==> config.mk <==
export PLATFORM = sky130hd
export DESIGN_NAME = regfile_writeback_queue
export DESIGN_NICKNAME = d
export VERILOG_FILES = /design/src/rtl/rv_pkg.sv /design/src/rtl/wb_bypass_match.sv /design/src/rtl/regfile_writeback_queue.sv
export SDC_FILE = /design/constraint.sdc
export NUM_CORES = 2
export LEC_CHECK = 0
export ABC_AREA = 1
export BUFFER_PORTS_ARGS = -buffer_cell sky130_fd_sc_hd__buf_2
export CAP_MARGIN = 40
export CORE_UTILIZATION = 30
export CTS_BUF_LIST = sky130_fd_sc_hd__clkbuf_4
export CTS_CLUSTER_SIZE = 24
export DETAILED_ROUTE_END_ITERATION = 10
export GPL_TIMING_DRIVEN = 0
export HOLD_SLACK_MARGIN = 0.03
export PLACE_DENSITY = 0.44
export SLEW_MARGIN = 30
export SYNTH_ARGS = -nofsm -noshare
export SYNTH_HDL_FRONTEND = slang
export SYNTH_SLANG_ARGS = --single-unit
export TNS_END_PERCENT = 100
==> constraint.sdc <==
create_clock -name clk -period 6 [get_ports clk]
set_clock_uncertainty 0.15 [all_clocks]
set_input_delay 0.6 -clock clk [delete_from_list [all_inputs] [get_ports clk]]
set_output_delay 0.6 -clock clk [all_outputs]
set_load 0.02 [all_outputs]
==> src/rtl/rv_pkg.sv <==
// Shared register-file writeback types: data width, register index width and
// the pending-write entry held by the writeback queue.
package rv_pkg;

   localparam int XLEN      = 64;
   localparam int REG_IDX_W = 5;

   // One pending register-file write: destination index plus result value.
   typedef struct packed {
      logic [REG_IDX_W-1:0] rd;
      logic [XLEN-1:0]      data;
   } wb_entry_t;

endpackage

==> src/rtl/wb_bypass_match.sv <==
// Bypass lookup over the pending-write FIFO.
// Reports whether any held entry targets i_idx. If one does, it returns the
// value from the youngest such entry. Register x0 never matches.
module wb_bypass_match
   import rv_pkg::*;
#(
   parameter int DEPTH = 4,
   parameter int CNTW  = $clog2(DEPTH + 1)
) (
   input  wb_entry_t [DEPTH-1:0]        i_entries,
   input  logic [$clog2(DEPTH)-1:0]     i_head,
   input  logic [CNTW-1:0]              i_count,
   input  logic [REG_IDX_W-1:0]         i_idx,
   output logic                         o_hit,
   output logic [XLEN-1:0]              o_data
);

   localparam int PTRW = $clog2(DEPTH);

   logic [PTRW-1:0] w_pos;
   logic            w_match;

   // Walk from oldest (head) to youngest so a later match overrides an earlier one
   always_comb begin
      o_hit   = 1'b0;
      o_data  = {XLEN{1'b0}};
      w_pos   = {PTRW{1'b0}};
      w_match = 1'b0;
      for (int k = 0; k < DEPTH; k++) begin
         w_pos   = i_head + PTRW'(k);
         w_match = (CNTW'(k) < i_count) &&
                   (i_idx != {REG_IDX_W{1'b0}}) &&
                   (i_entries[w_pos].rd == i_idx);
         o_hit   = o_hit | w_match;
         o_data  = w_match ? i_entries[w_pos].data : o_data;
      end
   end

endmodule

==> src/rtl/regfile_writeback_queue.sv <==
// Register-file writeback queue.
// Accepts ALU and load results through valid/ready handshakes and holds them in an
// in-order ring buffer. It retires the head entry every cycle the buffer is not empty.
// Load results take priority over ALU results because they are older in program order.
// Writes to x0 are acknowledged but never stored.
module regfile_writeback_queue
   import rv_pkg::*;
#(
   parameter int DEPTH = 4,
   parameter int CNTW  = $clog2(DEPTH + 1)
) (
   input  logic                  clk,
   input  logic                  reset,
   input  logic                  alu_valid,
   output logic                  alu_ready,
   input  logic [REG_IDX_W-1:0]  alu_rd,
   input  logic [XLEN-1:0]       alu_data,
   input  logic                  mem_valid,
   output logic                  mem_ready,
   input  logic [REG_IDX_W-1:0]  mem_rd,
   input  logic [XLEN-1:0]       mem_data,
   output logic                  RegWrite,
   output logic [REG_IDX_W-1:0]  wb_rd,
   output logic [XLEN-1:0]       WriteData,
   input  logic [REG_IDX_W-1:0]  rs1_idx,
   output logic                  rs1_hit,
   output logic [XLEN-1:0]       rs1_data,
   input  logic [REG_IDX_W-1:0]  rs2_idx,
   output logic                  rs2_hit,
   output logic [XLEN-1:0]       rs2_data,
   output logic [CNTW-1:0]       count,
   output logic                  full,
   output logic                  empty
);

   localparam int PTRW = $clog2(DEPTH);
   localparam int FW   = CNTW + 1;

   wb_entry_t [DEPTH-1:0] r_mem;
   logic [PTRW-1:0]       r_head;
   logic [PTRW-1:0]       r_tail;
   logic [CNTW-1:0]       r_count;

   logic                  w_empty;
   logic                  w_full;
   logic                  w_pop;
   logic [FW-1:0]         w_free;
   logic                  w_mem_needs_slot;
   logic                  w_push_mem;
   logic                  w_push_alu;
   logic [PTRW-1:0]       w_alu_slot;
   wb_entry_t             w_head_entry;

   assign w_empty = (r_count == {CNTW{1'b0}});
   assign w_full  = (r_count == CNTW'(DEPTH));
   assign w_pop   = ~w_empty;

   // The slot being retired this cycle is available to a new push at the same edge.
   assign w_free  = FW'(DEPTH) - {1'b0, r_count} + {{CNTW{1'b0}}, w_pop};

   // A load with rd==0 is dropped, so it does not take a slot away from the ALU.
   assign w_mem_needs_slot = mem_valid & (mem_rd != {REG_IDX_W{1'b0}});
   assign mem_ready        = (w_free >= FW'(1));
   assign alu_ready        = (w_free >= (FW'(1) + {{CNTW{1'b0}}, w_mem_needs_slot}));

   assign w_push_mem = mem_valid & mem_ready & (mem_rd != {REG_IDX_W{1'b0}});
   assign w_push_alu = alu_valid & alu_ready & (alu_rd != {REG_IDX_W{1'b0}});

   // When both ports push in the same cycle, the ALU entry goes behind the load entry.
   assign w_alu_slot = r_tail + PTRW'(w_push_mem);

   // Ring-buffer state: storage, head/tail pointers and occupancy
   always_ff @(posedge clk) begin
      if (reset) begin
         r_mem   <= {($bits(r_mem)){1'b0}};
         r_head  <= {PTRW{1'b0}};
         r_tail  <= {PTRW{1'b0}};
         r_count <= {CNTW{1'b0}};
      end else begin
         if (w_push_mem) begin
            r_mem[r_tail] <= {mem_rd, mem_data};
         end
         if (w_push_alu) begin
            r_mem[w_alu_slot] <= {alu_rd, alu_data};
         end
         r_head  <= r_head + PTRW'(w_pop);
         r_tail  <= r_tail + PTRW'(w_push_mem) + PTRW'(w_push_alu);
         r_count <= r_count + CNTW'(w_push_mem) + CNTW'(w_push_alu) - CNTW'(w_pop);
      end
   end

   // The register file latches the head entry at the same edge that pops it.
   assign w_head_entry = r_mem[r_head];
   assign RegWrite     = w_pop;
   assign wb_rd        = w_pop ? w_head_entry.rd   : {REG_IDX_W{1'b0}};
   assign WriteData    = w_pop ? w_head_entry.data : {XLEN{1'b0}};

   assign count = r_count;
   assign full  = w_full;
   assign empty = w_empty;

   wb_bypass_match #(
      .DEPTH (DEPTH),
      .CNTW  (CNTW)
   ) u_bypass_rs1 (
      .i_entries (r_mem),
      .i_head    (r_head),
      .i_count   (r_count),
      .i_idx     (rs1_idx),
      .o_hit     (rs1_hit),
      .o_data    (rs1_data)
   );

   wb_bypass_match #(
      .DEPTH (DEPTH),
      .CNTW  (CNTW)
   ) u_bypass_rs2 (
      .i_entries (r_mem),
      .i_head    (r_head),
      .i_count   (r_count),
      .i_idx     (rs2_idx),
      .o_hit     (rs2_hit),
      .o_data    (rs2_data)
   );

endmodule
Word-level counts from Yosys, hierarchy flattened

Cells that the tools add are included.

$add $sub $neg: 12
Multipliers: 0
Div/mod/pow operators: 0
Magnitude comparators: 14
Equality and inequality tests: 9
Shift-type cells: 0
Mux-type cells: 27
Bitwise logic cells: 12
Reductions and logical operators: 23

Operator list:

| kind                                                               | number |
|---|---|
| 2-to-1 mux 276 bit                                                 | 3 |
| 2-to-1 mux 64 bit                                                  | 9 |
| binary-select mux 69 bit (select 2 bit)                            | 4 |
| bitwise mux 276 bit                                                | 2 |
| 2-to-1 mux 69 bit                                                  | 6 |
| demux 69 bit (select 2 bit)                                        | 2 |
| == test 5 bit                                                      | 8 |
| nonzero test 5 bit                                                 | 4 |
| logical AND 1 bit                                                  | 18 |
| < comparator 2 x 3 -> 1 bit (second input constant)                | 6 |
| adder 2 x 1 -> 2 bit                                               | 3 |
| adder 3 x 1 -> 3 bit                                               | 2 |
| < comparator 1 x 3 -> 1 bit (first input constant)                 | 2 |
| < comparator 2 x 3 -> 1 bit (first input constant)                 | 2 |
| OR 1 bit                                                           | 6 |
| bitwise AND 1 bit                                                  | 5 |
| 2-to-1 mux 5 bit                                                   | 1 |
| adder 2 bit (second input constant)                                | 2 |
| adder 4 x 1 -> 4 bit                                               | 1 |
| greater-or-equal comparator 2 x 1 -> 1 bit (second input constant) | 2 |
| greater-or-equal comparator 4 x 1 -> 1 bit (second input constant) | 1 |
| greater-or-equal comparator 4 x 2 -> 1 bit                         | 1 |
| subtractor 3 x 3 -> 4 bit (first input constant)                   | 1 |
| == test 3 bit (second input constant)                              | 1 |
| 5 further kinds                                                    | 5 |

Register bits: 283
Latch bits: 0
Memory bits (writable): 0
Bits in read-only memories: 0
Input bits: 152
Output and inout port bits: 207
Word-level logic and storage cells: 108
Memories kept: 0

Depth between registers and ports, before layout

Word-level depth: 13
Gate-level depth with buffers: 18
Depth with buffers taken out: 16

By module

Synthesis repeated with hierarchy kept, for this count alone.

Cells, all modules: 7558
Area, all modules: 39332.7 um^2

By module, submodules not included:

| module                  | instances | cells an instance | area each (um^2) | seq. area each (um^2) |
|---|---|---|---|---|
| regfile_writeback_queue | 1         | 3824              | 21137.8          | 5665.4 |
| wb_bypass_match         | 2         | 1867              | 9097.5           | 0.0 |

Worst setup path before layout

No wires, ideal clock.

Path type: reg2reg
Start point: register r_count[0], in the netlist count[0]
End point: register r_count[2], in the netlist count[2]
Library setup time: 0.124 ns
Arrival: 3.992 ns
Required time: 5.726 ns
Slack: 1.734 ns
Stages on the path, launching flop included: 18
Buffers on the path: 2
Period minus slack after synthesis: 4.266 ns
Cells stage by stage: dfxtp_1 > nor3_1 > clkbuf_1 > ha_1 > inv_1 > ha_1 > ha_1 > o21ai_0 > nand3_1 > and3_1 > clkbuf_1 > xor2_1 > inv_1 > ha_1 > o21bai_1 > fa_1 > xor2_1 > nor2_1

Elaborated cells between the ends (all ways): 13
Those cells by class: 5 x add/sub; 2 x order compare; 5 x bitwise; 1 x reduce/logical

RTL lines:

| element                                    | line                          | source |
|---|---|---|
| start: declaration                         | regfile_writeback_queue.sv:42 | `logic [CNTW-1:0] r_count;` |
| start signal: assignment                   | regfile_writeback_queue.sv:78 | `r_count <= {CNTW{1'b0}};` |
| start signal: assignment                   | regfile_writeback_queue.sv:88 | `r_count <= r_count + CNTW'(w_push_mem) + CNTW'(w_push_alu) - CNTW'(w_pop);` |
| logical NOT 3 bit                          | regfile_writeback_queue.sv:54 | `assign w_empty = (r_count == {CNTW{1'b0}});` |
| net empty                                  | regfile_writeback_queue.sv:33 | `output logic empty` |
| NOT 1 bit                                  | regfile_writeback_queue.sv:56 | `assign w_pop = ~w_empty;` |
| adder 4 x 1 -> 4 bit                       | regfile_writeback_queue.sv:59 | `assign w_free = FW'(DEPTH) - {1'b0, r_count} + {{CNTW{1'b0}}, w_pop};` |
| greater-or-equal comparator 4 x 2 -> 1 bit | regfile_writeback_queue.sv:64 | `assign alu_ready = (w_free >= (FW'(1) + {{CNTW{1'b0}}, w_mem_needs_slot}));` |
| net alu_ready                              | regfile_writeback_queue.sv:15 | `output logic alu_ready,` |
| bitwise AND 1 bit (2 in series)            | regfile_writeback_queue.sv:67 | `assign w_push_alu = alu_valid & alu_ready & (alu_rd != {REG_IDX_W{1'b0}});` |
| adder 3 x 1 -> 3 bit                       | regfile_writeback_queue.sv:88 |  |
| subtractor 3 x 1 -> 3 bit                  | regfile_writeback_queue.sv:88 |  |

The timed path passes the listed nets, and every way through them passes these cells.
A chain may end at the register's enable or synchronous reset.

Worst setup path in the final report

Start point: register r_count[0], in the netlist count[0]
End point: register r_mem[274] (netlist bit)

Cells in the longest elaborated chain, start to end: 13
Elaborated cells between the ends (all ways): 20
Those cells by class: 3 x add/sub; 4 x order compare; 6 x mux; 5 x bitwise; 2 x reduce/logical

RTL lines:

| element                                                                                                         | line                          | source |
|---|---|---|
| parallel branches: the longest is 2 deep, another holds subtractor 3 x 3 -> 4 bit                               | -                             |  |
| adder 4 x 1 -> 4 bit (*)                                                                                        | regfile_writeback_queue.sv:59 |  |
| greater-or-equal comparator 4 x 1 -> 1 bit                                                                      | regfile_writeback_queue.sv:63 | `assign mem_ready = (w_free >= FW'(1));` |
| bitwise AND 1 bit (2 in series)                                                                                 | regfile_writeback_queue.sv:66 | `assign w_push_mem = mem_valid & mem_ready & (mem_rd != {REG_IDX_W{1'b0}});` |
| adder 2 x 1 -> 2 bit                                                                                            | regfile_writeback_queue.sv:70 | `assign w_alu_slot = r_tail + PTRW'(w_push_mem);` |
| < comparator 2 x 3 -> 1 bit (implied by the code) or greater-or-equal comparator 2 x 1 -> 1 bit (tied branches) | regfile_writeback_queue.sv:84 | `r_mem[w_alu_slot] <= {alu_rd, alu_data};` |
| logical AND 1 bit (implied by the code)                                                                         | regfile_writeback_queue.sv:84 |  |
| 2-to-1 mux 69 bit (implied by the code)                                                                         | regfile_writeback_queue.sv:84 |  |
| demux 69 bit (select 2 bit)                                                                                     | regfile_writeback_queue.sv:84 |  |
| bitwise mux 276 bit                                                                                             | regfile_writeback_queue.sv:84 |  |
| 2-to-1 mux 276 bit (*)                                                                                          | regfile_writeback_queue.sv:83 | `if (w_push_alu) begin` |
| end signal: assignment                                                                                          | regfile_writeback_queue.sv:75 | `r_mem <= {($bits(r_mem)){1'b0}};` |
| end signal: indexed assignment                                                                                  | regfile_writeback_queue.sv:81 | `r_mem[r_tail] <= {mem_rd, mem_data};` |
| end signal: indexed assignment                                                                                  | regfile_writeback_queue.sv:84 |  |
| end: declaration                                                                                                | regfile_writeback_queue.sv:39 | `wb_entry_t [DEPTH-1:0] r_mem;` |

Every way passes the cells marked *. The select of a mux whose other input is x is not followed.

==> reports/metrics.csv <==
stage,metric,value,unit
outcome,status,finished clean,
timing,fmax,182.6,MHz
detailed_routing,first_pass_iters,6,
global_routing,grt_pass1_wl,222.3,mm
floorplan,rows,108,
logic_synthesis,synth_common_cells,"nand2_1, o21ai_0, inv_1, nor2_1, nand3_1",
floorplan,fp.dieW,299.3,um
worst_setup_path,cp_top_family,buffers and inverters,
power_and_ir_drop,p_leak,0.01552,uW
logic_synthesis,syn_area,26510,um^2
logic_synthesis,async_flop_share,0,
logic_synthesis,syn_inst,5052,
detailed_routing,wire_per_inst,21.91,um
worst_setup_path,cp.buffers_inverters,8,
hold_path,hold_end,r_mem[222]$_SDFF_PP0_,
detailed_routing,route.detailed.drc,0,
logic_synthesis,synth-edff-count,0,
floorplan,die_area,89560,um^2
logic_synthesis,synth.largest_area_cell,dfxtp_1,
power_and_ir_drop,irDropWorstVdd,0.2017,mV
worst_setup_path,cp_max_fo,11,
floorplan,num_io_pins,359,
clock_tree,clockRootBuffer,clkbuf_4,
worst_setup_path,reg2reg_slack,0.52,ns
timing,finalHoldViolCount,0,
worst_setup_path,crit_chain,nor3_2 > clkbuf_2 > ha_1 > inv_1 > ha_1 > o21ai_1 > nand3_1 > nand2_1 > inv_1 > ha_1 > xnor2_1 > inv_1 > nand3_1 > clkbuf_1 > buf_4 > clkbuf_1 > a21oi_1 > dlygate4sd3_1,
logic_synthesis,syn-num-nets,5217,
clock_tree,htreeDepth,3,
worst_setup_path,r2r_end,r_mem[274]$_SDFF_PP0_,
logic_synthesis,yosys_warnings,0,
worst_setup_path,endpoint_kind,flop,
floorplan,fp.dieH,299.3,um
detailed_routing,num_vias,35944,
hold_path,min_path_type,in -> reg,
clock_tree,clkSlewWorstSetupHoldPaths,0.08,ns
timing,rsz0062_at_grt,false,
detailed_routing,first_iter_violations,3577,
worst_setup_path,critical-path-max-stage-delay,0.60,ns
hold_path,min_from,alu_data[15],
hold_path,holdPathStages,4,
final_layout,syn_to_final_growth,25.06,%
detailed_routing,wirelength,152.0,mm
logic_synthesis,synthTopCellsByArea,"dfxtp_1, nand2_1, o21ai_0, inv_1, nand3_1",
global_routing,grt_overflow,0,
timing,slew_headroom,0.3659,
floorplan,start_util,0.3042,
clock_tree,clockBufferDepth,3,
place,dp_hpwl,116.2,mm
worst_setup_path,startpoint,count[0]$_SDFF_PP0_,
timing,setup_viol,0,
worst_setup_path,cp_slowest_cell,dlygate4sd3_1,
place,globalplace.congestion,0.9451,
clock_tree,cts_tree,built,
run,cap_violations,0,
final_layout,drive_gt1_frac,0.1182,
place,io_buffers,355,
detailed_routing,via_per_inst,5.183,
final_layout,finalNetCount,5885,
worst_setup_path,reg2reg_depth,18,
logic_synthesis,synth_seq_cells,283,
logic_synthesis,yosysMostFrequentCell,nand2_1,
timing,hold_ws,0.3608,ns
worst_setup_path,cp-start-kind,flop,
detailed_routing,drtAntennaViolNets,0,
logic_synthesis,yosysUniqueCellTypes,29,
timing,period_share,0.9126,
worst_setup_path,required,6.69,ns
timing,finalSetupTns,0,ns
floorplan,coreArea,87160,um^2
logic_synthesis,yosysSeqAreaShare,0.2137,
clock_tree,cts_buffers,91,
worst_setup_path,critPathKind,reg -> reg,
global_routing,antenna_found_initial,9,
clock_tree,worstSkewPairLatency,0.95,ns
global_routing,grt_max_degree,14,
logic_synthesis,yosys.area.top_type_share,0.2137,
power_and_ir_drop,powerDensity,539.9,nW/um^2
timing,slew_viol_final,0,
clock_tree,cts.sinks,283,
logic_synthesis,avgSynthCellArea,5.248,um^2
worst_setup_path,r2r_start,count[0]$_SDFF_PP0_,
global_routing,grt_pass1_vias,33611,
timing,finalCriticalPeriod,5.476,ns
timing,max_slew.worst_pin.slew,0.9512,ns
global_routing,grt_usage,0.3293,
worst_setup_path,crit_arrival,6.16,ns
power_and_ir_drop,total_power,17900,uW
logic_synthesis,synth_ff_type,dfxtp_1,
final_layout,final_util,0.3804,
[metal layers]
metal / up-vias / wire, um / track usage
met2: 1599 / 66100 / 0.5137
li1: 17405 / - / -
met5: - / 17 / 0
met3: 259 / 12490 / 0.05900
met4: 2 / 5722 / 0.1246
met1: 16679 / 67620 / 0.4492
[worst max-delay path by stage]
stage / end / cells after the start
CTS: r_mem[271]$_SDFF_PP0_ / 18
global route: r_mem[274]$_SDFF_PP0_ / 18
detailed placement: r_mem[204]$_SDFF_PP0_ / 17
floorplan: count[2]$_SDFF_PP0_ / 17
global placement: r_mem[272]$_SDFF_PP0_ / 16
finish: r_mem[274]$_SDFF_PP0_ / 18
[through the flow]
step | instance area (um^2) | instances | worst slack [ns]
after floorplan | 26510 | 5052 | 1.734
after global placement | 29730 | 6562 | -1.372
after detailed placement | 29910 | 6572 | 0.7750
after CTS | 33120 | 6929 | 0.3001
after global routing | 33150 | 6932 | 0.3094
final | 33150 | 6935 | 0.5242
[power by group]
part / internal, uW / switching, uW / total [uW] / leakage [uW]
Combinational: 3280 / 9470 / 12800 / 0.0125
Sequential: 2590 / 448 / 3040 / 0.00232
Clock: 1090 / 1020 / 2110 / 0.000658
Total: 6970 / 10900 / 17900 / 0.0155
[tightest hold or removal path: cells and delay by family]
family | cells | cell delay (ns)
compound gates | 2 | 0.18
buf+inv | 2 | 0.64
[cell usage in the layout, fill, tap and decap left out, drive strengths merged, types with 4 or more instances in the layout]
| cell type | instances |
|---|---|
| dfxtp | 283 |
| nand4 | 126 |
| ha | 12 |
| diode | 4 |
| nand3 | 317 |
| dlygate4sd3 | 208 |
| xor2 | 10 |
| clkbuf | 360 |
| nor3 | 8 |
| buf | 538 |
| o21ai | 1074 |
| a21oi | 278 |
| inv | 784 |
| nor2 | 380 |
| clkinv | 15 |
| nand2 | 1368 |
[repair_timing]
| action | in CTS | in global routing |
|---|---|---|
| hold buffers | 208 | 0 |
| buffers inserted | 0 | 0 |
| endpoints found under the hold margin | 283 | 0 |
| setup endpoints to repair | 0 | 1 |
| resized for setup | 0 | 2 |
[logic make-up (layout without fill, tap and decap cells)]
| group | after synthesis | in the layout | share of synthesized area |
|---|---|---|---|
| buffers and inverters | 1187 | 1911 | 0.1775 |
| other | 0 | 4 | 0 |
| xor gates and xnor gates | 12 | 12 | 0.003964 |
| AOI/OAI and AO/OA | 1355 | 1355 | 0.2565 |
| and+or+nand+nor | 2202 | 2202 | 0.3419 |
| DFF | 283 | 283 | 0.2137 |
| adders and majority gates | 13 | 13 | 0.006419 |
[state kept, by name, indices dropped and copies added (netlist names)]
signal	count
r_tail	2
r_mem	276
count	3
r_head	2
[area by class of cell]
| cell class | count | area (um^2) |
|---|---|---|
| diodes | 4 | 10.01 |
| plain buffers | 403 | 1775 |
| clock buffers | 128 | 960.9 |
| clock inverters | 21 | 170.2 |
| fillers | 10084 | 54010 |
| inverters | 784 | 2943 |
| multi-input cells | 3582 | 16140 |
| flip-flops and latches | 283 | 5665 |
| well taps | 1155 | 1445 |
| repair buffers | 575 | 4039 |
No activity file was read; power rests on OpenSTA's default activity.
